$ cat src/rtl/key_capture_4_if.sv
// Request/acknowledge bundle between the key-capture front end and its consumer.
// The master side drives the raw request lines and ack; the slave side returns
// the held one-hot code, its valid flag and the sticky overflow flag.
interface key_capture_4_if;
   logic d3;
   logic d2;
   logic d1;
   logic d0;
   logic ack;
   logic q3;
   logic q2;
   logic q1;
   logic q0;
   logic valid;
   logic ovf;

   modport master (
      output d3, d2, d1, d0, ack,
      input  q3, q2, q1, q0, valid, ovf
   );

   modport slave (
      input  d3, d2, d1, d0, ack,
      output q3, q2, q1, q0, valid, ovf
   );
endinterface

$ cat src/rtl/key_capture_4.sv
// Key capture front end for the 4-to-2 priority encoder.
// Four raw request lines are synchronised, debounced and edge-detected; one
// press is latched as a one-hot code and held until the consumer acknowledges.
// Presses that cannot be latched set a sticky overflow flag.
module key_capture_4 #(
   parameter int unsigned DB_CYCLES = 4,
   parameter int unsigned CW        = 8
) (
   input logic            clk,
   input logic            rst,
   key_capture_4_if.slave bus
);

   // Terminal count of the debounce counter: the level flips on the
   // DB_CYCLES-th consecutive cycle that differs from it.
   localparam logic [CW-1:0] CntLast = CW'(DB_CYCLES - 1);

   typedef enum logic [0:0] {StIdle, StHold} state_e;

   logic [3:0]    raw;
   logic [3:0]    s1_q;
   logic [3:0]    s2_q;
   logic [3:0]    st_q;
   logic [3:0]    std_q;
   logic [CW-1:0] cnt_q [4];
   logic [3:0]    rise;
   logic [3:0]    pick;
   logic [3:0]    dropped;
   state_e        state_q;
   logic [3:0]    q_q;
   logic          valid_q;
   logic          ovf_q;

   assign raw = {bus.d3, bus.d2, bus.d1, bus.d0};

   // Two-flop synchroniser per line; the raw lines are asynchronous to clk.
   always_ff @(posedge clk) begin
      if (rst) begin
         s1_q <= '0;
         s2_q <= '0;
      end else begin
         s1_q <= raw;
         s2_q <= s1_q;
      end
   end

   // Per-line debounce: the stable level follows s2 only after DB_CYCLES
   // consecutive differing cycles; any return to the level restarts the count.
   always_ff @(posedge clk) begin
      if (rst) begin
         st_q <= '0;
         for (int i = 0; i < 4; i++) begin
            cnt_q[i] <= '0;
         end
      end else begin
         for (int i = 0; i < 4; i++) begin
            if (s2_q[i] == st_q[i]) begin
               cnt_q[i] <= '0;
            end else if (cnt_q[i] == CntLast) begin
               st_q[i]  <= s2_q[i];
               cnt_q[i] <= '0;
            end else begin
               cnt_q[i] <= cnt_q[i] + 1'b1;
            end
         end
      end
   end

   // One-cycle delayed copy of the debounced levels for press detection.
   always_ff @(posedge clk) begin
      if (rst) begin
         std_q <= '0;
      end else begin
         std_q <= st_q;
      end
   end

   // Press events only; releases are ignored.
   assign rise = st_q & ~std_q;

   // Highest-index rising line wins; every other rising line is dropped.
   always_comb begin
      pick = 4'b0000;
      if (rise[3]) begin
         pick = 4'b1000;
      end else if (rise[2]) begin
         pick = 4'b0100;
      end else if (rise[1]) begin
         pick = 4'b0010;
      end else if (rise[0]) begin
         pick = 4'b0001;
      end
   end

   assign dropped = rise & ~pick;

   // Capture/hold FSM with registered code, valid and sticky overflow.
   always_ff @(posedge clk) begin
      if (rst) begin
         state_q <= StIdle;
         q_q     <= '0;
         valid_q <= 1'b0;
         ovf_q   <= 1'b0;
      end else begin
         case (state_q)
            StIdle: begin
               // ack has no effect here
               if (|rise) begin
                  state_q <= StHold;
                  q_q     <= pick;
                  valid_q <= 1'b1;
                  if (|dropped) begin
                     ovf_q <= 1'b1;
                  end
               end
            end
            StHold: begin
               if (!bus.ack) begin
                  if (|rise) begin
                     ovf_q <= 1'b1;
                  end
               end else if (|rise) begin
                  // Consumer took the old code in the same cycle a new press
                  // arrived: reload without dropping out of HOLD. A fresh drop
                  // overrides the ack clear.
                  q_q   <= pick;
                  ovf_q <= |dropped;
               end else begin
                  state_q <= StIdle;
                  q_q     <= '0;
                  valid_q <= 1'b0;
                  ovf_q   <= 1'b0;
               end
            end
            default: begin
               state_q <= StIdle;
               q_q     <= '0;
               valid_q <= 1'b0;
            end
         endcase
      end
   end

   assign bus.q3    = q_q[3];
   assign bus.q2    = q_q[2];
   assign bus.q1    = q_q[1];
   assign bus.q0    = q_q[0];
   assign bus.valid = valid_q;
   assign bus.ovf   = ovf_q;

`ifndef SYNTHESIS
   // Held code is zero or one-hot, and one-hot exactly when valid.
   a_onehot0 : assert property (@(posedge clk) disable iff (rst) $onehot0(q_q));
   a_valid_q : assert property (@(posedge clk) disable iff (rst) valid_q == (q_q != 4'b0000));
   a_valid_st : assert property (@(posedge clk) disable iff (rst)
                                 valid_q == (state_q == StHold));
`endif

endmodule

$ cat src/flat_wrapper.sv
// flat-port wrapper written by rule: the top's interface ports become plain ports
module key_capture_4_flat 
#(
   parameter int unsigned DB_CYCLES = 4,
   parameter int unsigned CW        = 8
)
  (clk, rst, bus_d3, bus_d2, bus_d1, bus_d0, bus_ack, bus_q3, bus_q2, bus_q1, bus_q0, bus_valid, bus_ovf);
  key_capture_4_if bus_i ();
  input logic clk;
  input logic rst;
  input wire logic [$bits(bus_i.d3)-1:0] bus_d3;
  input wire logic [$bits(bus_i.d2)-1:0] bus_d2;
  input wire logic [$bits(bus_i.d1)-1:0] bus_d1;
  input wire logic [$bits(bus_i.d0)-1:0] bus_d0;
  input wire logic [$bits(bus_i.ack)-1:0] bus_ack;
  output wire logic [$bits(bus_i.q3)-1:0] bus_q3;
  output wire logic [$bits(bus_i.q2)-1:0] bus_q2;
  output wire logic [$bits(bus_i.q1)-1:0] bus_q1;
  output wire logic [$bits(bus_i.q0)-1:0] bus_q0;
  output wire logic [$bits(bus_i.valid)-1:0] bus_valid;
  output wire logic [$bits(bus_i.ovf)-1:0] bus_ovf;
  assign bus_i.d3 = bus_d3;
  assign bus_i.d2 = bus_d2;
  assign bus_i.d1 = bus_d1;
  assign bus_i.d0 = bus_d0;
  assign bus_i.ack = bus_ack;
  assign bus_q3 = bus_i.q3;
  assign bus_q2 = bus_i.q2;
  assign bus_q1 = bus_i.q1;
  assign bus_q0 = bus_i.q0;
  assign bus_valid = bus_i.valid;
  assign bus_ovf = bus_i.ovf;
  key_capture_4 #(.DB_CYCLES(DB_CYCLES), .CW(CW)) u_core (.clk(clk), .rst(rst), .bus(bus_i));
endmodule
$ cat config.mk
export PLATFORM = sky130hd
export DESIGN_NAME = key_capture_4_flat
export DESIGN_NICKNAME = d
export VERILOG_FILES = /design/src/rtl/key_capture_4_if.sv /design/src/rtl/key_capture_4.sv /design/src/flat_wrapper.sv
export SDC_FILE = /design/constraint.sdc
export NUM_CORES = 1
export LEC_CHECK = 0
export BUFFER_PORTS_ARGS = -buffer_cell sky130_fd_sc_hd__clkbuf_2
export CAP_MARGIN = 15
export CORE_UTILIZATION = 30
export CTS_BUF_LIST = sky130_fd_sc_hd__clkbuf_2
export DETAILED_ROUTE_END_ITERATION = 6
export PLACE_DENSITY_LB_ADDON = 0.08
export RECOVER_POWER = 100
export SETUP_SLACK_MARGIN = 0.2
export SLEW_MARGIN = 20
export SYNTH_ARGS = -nofsm -noshare
export SYNTH_HDL_FRONTEND = slang
export SYNTH_SLANG_ARGS = --single-unit
$ cat constraint.sdc
create_clock -name clk -period 1.6 [get_ports clk]
set_clock_uncertainty 0.1 [all_clocks]
set_input_delay 0.16 -clock clk [delete_from_list [all_inputs] [get_ports clk]]
set_output_delay 0.16 -clock clk [all_outputs]
set_load 0.02 [all_outputs]
======== Word level (Yosys, flattened, before mapping) ========
Memory sizes are Yosys's and may differ from the RTL's.
Index checks and enable logic that the tools add are counted.
storage, ports and cells
  output and inout port bits .............. 6
  input port bits ......................... 7
  memory bits (writable) .................. 32
  memories ................................ 1
  register bits ........................... 23
cells by class
  reductions and logical operators ........ 9
  equal/unequal tests ..................... 13
  add/subtract/negate cells ............... 4
  bitwise operators ....................... 21
  multiplexer cells ....................... 78
memory list
  name          words  width  read ports  clocked after Yosys merged registers in  write ports  RTL line             source
  u_core.cnt_q  4      8      4           0                                        4            key_capture_4.sv:25  logic [CW-1:0] cnt_q [4];
operator list
  cell                 number
  $mux 8               12
  $mux 1               56
  $add 8x1->8 const B  4
  $eq 8x2->1 const B   4
  $mux 4               6
  $or 1x1->1           12
  $reduce_and 2->1     5
  $and 4x4->4          2
  $not 4->4            2
  $pmux 4 s2           1
  $reduce_or 4->1      2
  $pmux 1 s2           3
  $reduce_and 3->1     2
  $not 1->1            5
  $eq 1x1->1           4
  $ne 2x1->1 const B   2
  $ne 2x2->1 const B   2
  $ne 3x3->1 const B   1

======== Longest topological paths before layout ========
  word-level depth ........................ 12
  mapped depth ............................ 6
  mapped depth without buffers ............ 5

======== Worst setup path after synthesis ========
No wires, ideal clock.
  path type ............................... register to register
  start point ............................. memory u_core.cnt_q[2][0]
  end point ............................... memory u_core.cnt_q[2][2] (data pin)
  slack ................................... 0.010 ns
  period minus slack after synthesis ...... 1.590 ns
  stages on the path, launching flop included .. 6
  arrival time ............................ 1.231 ns
  cell sequence ........................... edfxtp_1 > ha_1 > nor4b_1 > nand2_1 > nand2_1 > nor2_1
RTL lines
  what         RTL line
  from (decl)  key_capture_4.sv:25

==> impl_metrics.tcl <==
set metrics [dict create \
    status "complete, no violations" \
    clock_path_buffers 2 \
    crit_path_start "u_core.cnt_q[1][5]" \
    first_iter_violations 42 \
    cts_tree "yes" \
    h-tree-depth 2 \
    gr-total-overflow 0 \
    fillCellCount 839 \
    post-place-ws_ns 0.0143 \
    ant_nets 0 \
    clk_pin_slew_ns 0.30 \
    instances_no_fill 432 \
    ys.flop_type "edfxtp_1" \
    async_flop_share_pct 0 \
    cts_sinks 55 \
    grt_pass1_wl_mm 7.88 \
    synth_area_per_cell_sq_um 10.7 \
    met1Wirelength_mm 2.42 \
    min_period_ns 1.51 \
    setup_viol 0 \
    setup_tns_ns 0 \
    drt-pass1-iter-count 4 \
    start_util_pct 30.8 \
    critPathRequiredTime_ns 1.89 \
    layout_commonest_cell "nor2_1" \
    antenna_found_initial 0 \
    top_layer "met4" \
    syn-cell-area_sq_um 2520 \
    power_leakage_nw 1.36 \
    synth-edff-count 32 \
    finalHoldViolCount 0 \
    clock-root-buffer "clkbuf_2" \
    totalWireLength_mm 4.81 \
    seq_area_sq_um 1420 \
    gp_congestion 0.740 \
    antenna_cells 0 \
    arrival_ns 1.81 \
    via_per_inst 4.37 \
    slowest_stage "edfxtp_1" \
    maxCapViolCount 0 \
    die_y_um 93.7 \
    vias 1886 \
    ir_drop_mv 0.344 \
    core_sq_um 8180 \
    drcViolationCount 0 \
    dpl.hpwl_mm 3.08 \
    report.final.slew_viol_count 0 \
    place_area_sq_um 2950 \
    port_buffers 12 \
    rows 33 \
    final_cell_mix "35 x nor2_1, 33 x buf_4, 32 x edfxtp_1, 32 x conb_1, 23 x nand3_1" \
    wl_met3_um 153 \
    critPathCaptureType "flop" \
    io_pins 13 \
    cp_slowest_stage_delay_ns 0.52 \
    netlist_instances 236 \
    ys_types 35 \
    setup_ws_ns 0.0868 \
    finalInstanceArea_sq_um 3470 \
    die_area_sq_um 8770 \
    multi_input_area_sq_um 1390 \
    insertion_delay_ns 0.44 \
    cp_max_fo 3 \
    synth_warnings 0 \
    fmax_ghz 0.661 \
    drive_gt1_share_pct 29.1 \
    gr-usage-all-layers_pct 11.6 \
    grt_max_degree 18 \
    worstHoldStart "u_core.s2_q[3]" \
    synth-seq-cells 55 \
    place_inst 391 \
    die_x_um 93.7 \
    fin_nets 337 \
    wire_per_inst_um 11.1 \
    wl_met2_mm 2.17 \
    ys_seq_area_share_pct 56.4 \
    cts_inserted_buffers 5 \
    p_per_area_nw_per_um2 725 \
    hp-class "reg2reg" \
    r2r-start "u_core.cnt_q[1][5]" \
    rsz0062_at_grt "yes" \
    grt_pass1_vias 1687 \
    fin_crit_sh_pct 94.6 \
    syn2layout_area_growth_pct 37.6 \
    crit_chain "nor4_4 -> nand3_2 -> buf_6 -> mux2i_1 -> nor2_1" \
    crit_type "reg2reg" \
    crit_path_start_kind "flop" \
    rrSetupSlack_ns 0.09 \
]
[critical path: cells and delay by family, from the launching register on]
kind,cells,cell delay [ns]
AND/OR/NAND/NOR,3,0.55
multiplexers,1,0.13
buffers and inverters,1,0.15
flip-flops,1,0.52
[Yosys cell counts, types with 2 or more instances]
cell type  number  area (sq um)
a21oi_1         6          30.0
a31oi_1         2          12.5
a32oi_1         2          17.5
and3_1         13          81.3
buf_2           2          10.0
clkbuf_1        5          18.8
dfxtp_1        23           460
edfxtp_1       32           961
ha_1            4          50.1
mux2i_1         2          20.0
nand2_1         9          33.8
nand3_1        28           140
nor2_1         41           154
nor2b_1        13          81.3
nor3_1          4          20.0
nor4_1          2          12.5
nor4b_1         2          17.5
o21ai_0         2          10.0
o41ai_1         2          17.5
xnor2_1         8          70.1
xor2_1         20           175
[final timing paths]
check / cells past startpoint / to
min: 2 / u_core.st_q[3]
max reg2reg: 5 / u_core.st_q[1]
max: 5 / u_core.st_q[1]
min reg2reg: 2 / u_core.st_q[3]
[flip-flops by register name, indices dropped and copies added (netlist names)]
signal            flops
u_core.cnt_q         32
u_core.q_q            4
u_core.s1_q           4
u_core.s2_q           4
u_core.st_q           4
u_core.std_q          4
u_core.bus.ovf        1
u_core.bus.valid      1
u_core.state_q        1
[where the power goes]
group          switching (mW)  total, mW  internal (mW)
sequential             0.0423       1.59           1.54
combinational          0.0936      0.197          0.103
clock                   0.465      0.730          0.265
[what timing repair did]
action / CTS / global route
hold endpoints to repair: 12 / 0
pin swaps: 32 / 22
buffers inserted: 13 / 11
setup endpoints to repair: 39 / 45
resized for setup: 17 / 55
hold buffers: 9 / 0
[through the flow]
step | hold slack, ns | utilization [%] | power [mW]
2_1_floorplan | 0.188 | - | 1.69
3_3_place_gp | 0.278 | 36.0 | 1.75
3_5_place_dp | 0.282 | 36.0 | 1.75
4_1_cts | 0.337 | 40.1 | 2.52
5_1_grt | 0.328 | 42.4 | 2.63
6_report | 0.352 | 42.4 | 2.51
[cell families after synthesis]
| family | synth area share (%) |
|---|---|
| XOR/XNOR | 9.73 |
| other | 0.149 |
| AND/OR/NAND/NOR | 24.6 |
| buffers and inverters | 1.74 |
| multiplexers | 0.794 |
| adder cells (fa/ha/maj) | 1.99 |
| AO/OA/AOI/OAI | 4.67 |
| flip-flops | 56.4 |
[layer usage]
metal  vias to the layer above  global-route usage (%)
li1                        973                       -
met1                       887                    16.1
met2                        20                    17.6
met3                         6                    3.07
met4                         0                    3.85
met5                         -                       0
[area by class of cell]
type / count / area share (%)
repair buffers: 60 / 12.9
multi-input cells: 203 / 40.2
clock buffers: 5 / 0.721
inverters: 1 / 0.108
flip-flops and latches: 55 / 41.1
well taps: 105 / 3.79
clock inverters: 3 / 1.26
(Power assumes the default switching activity.)
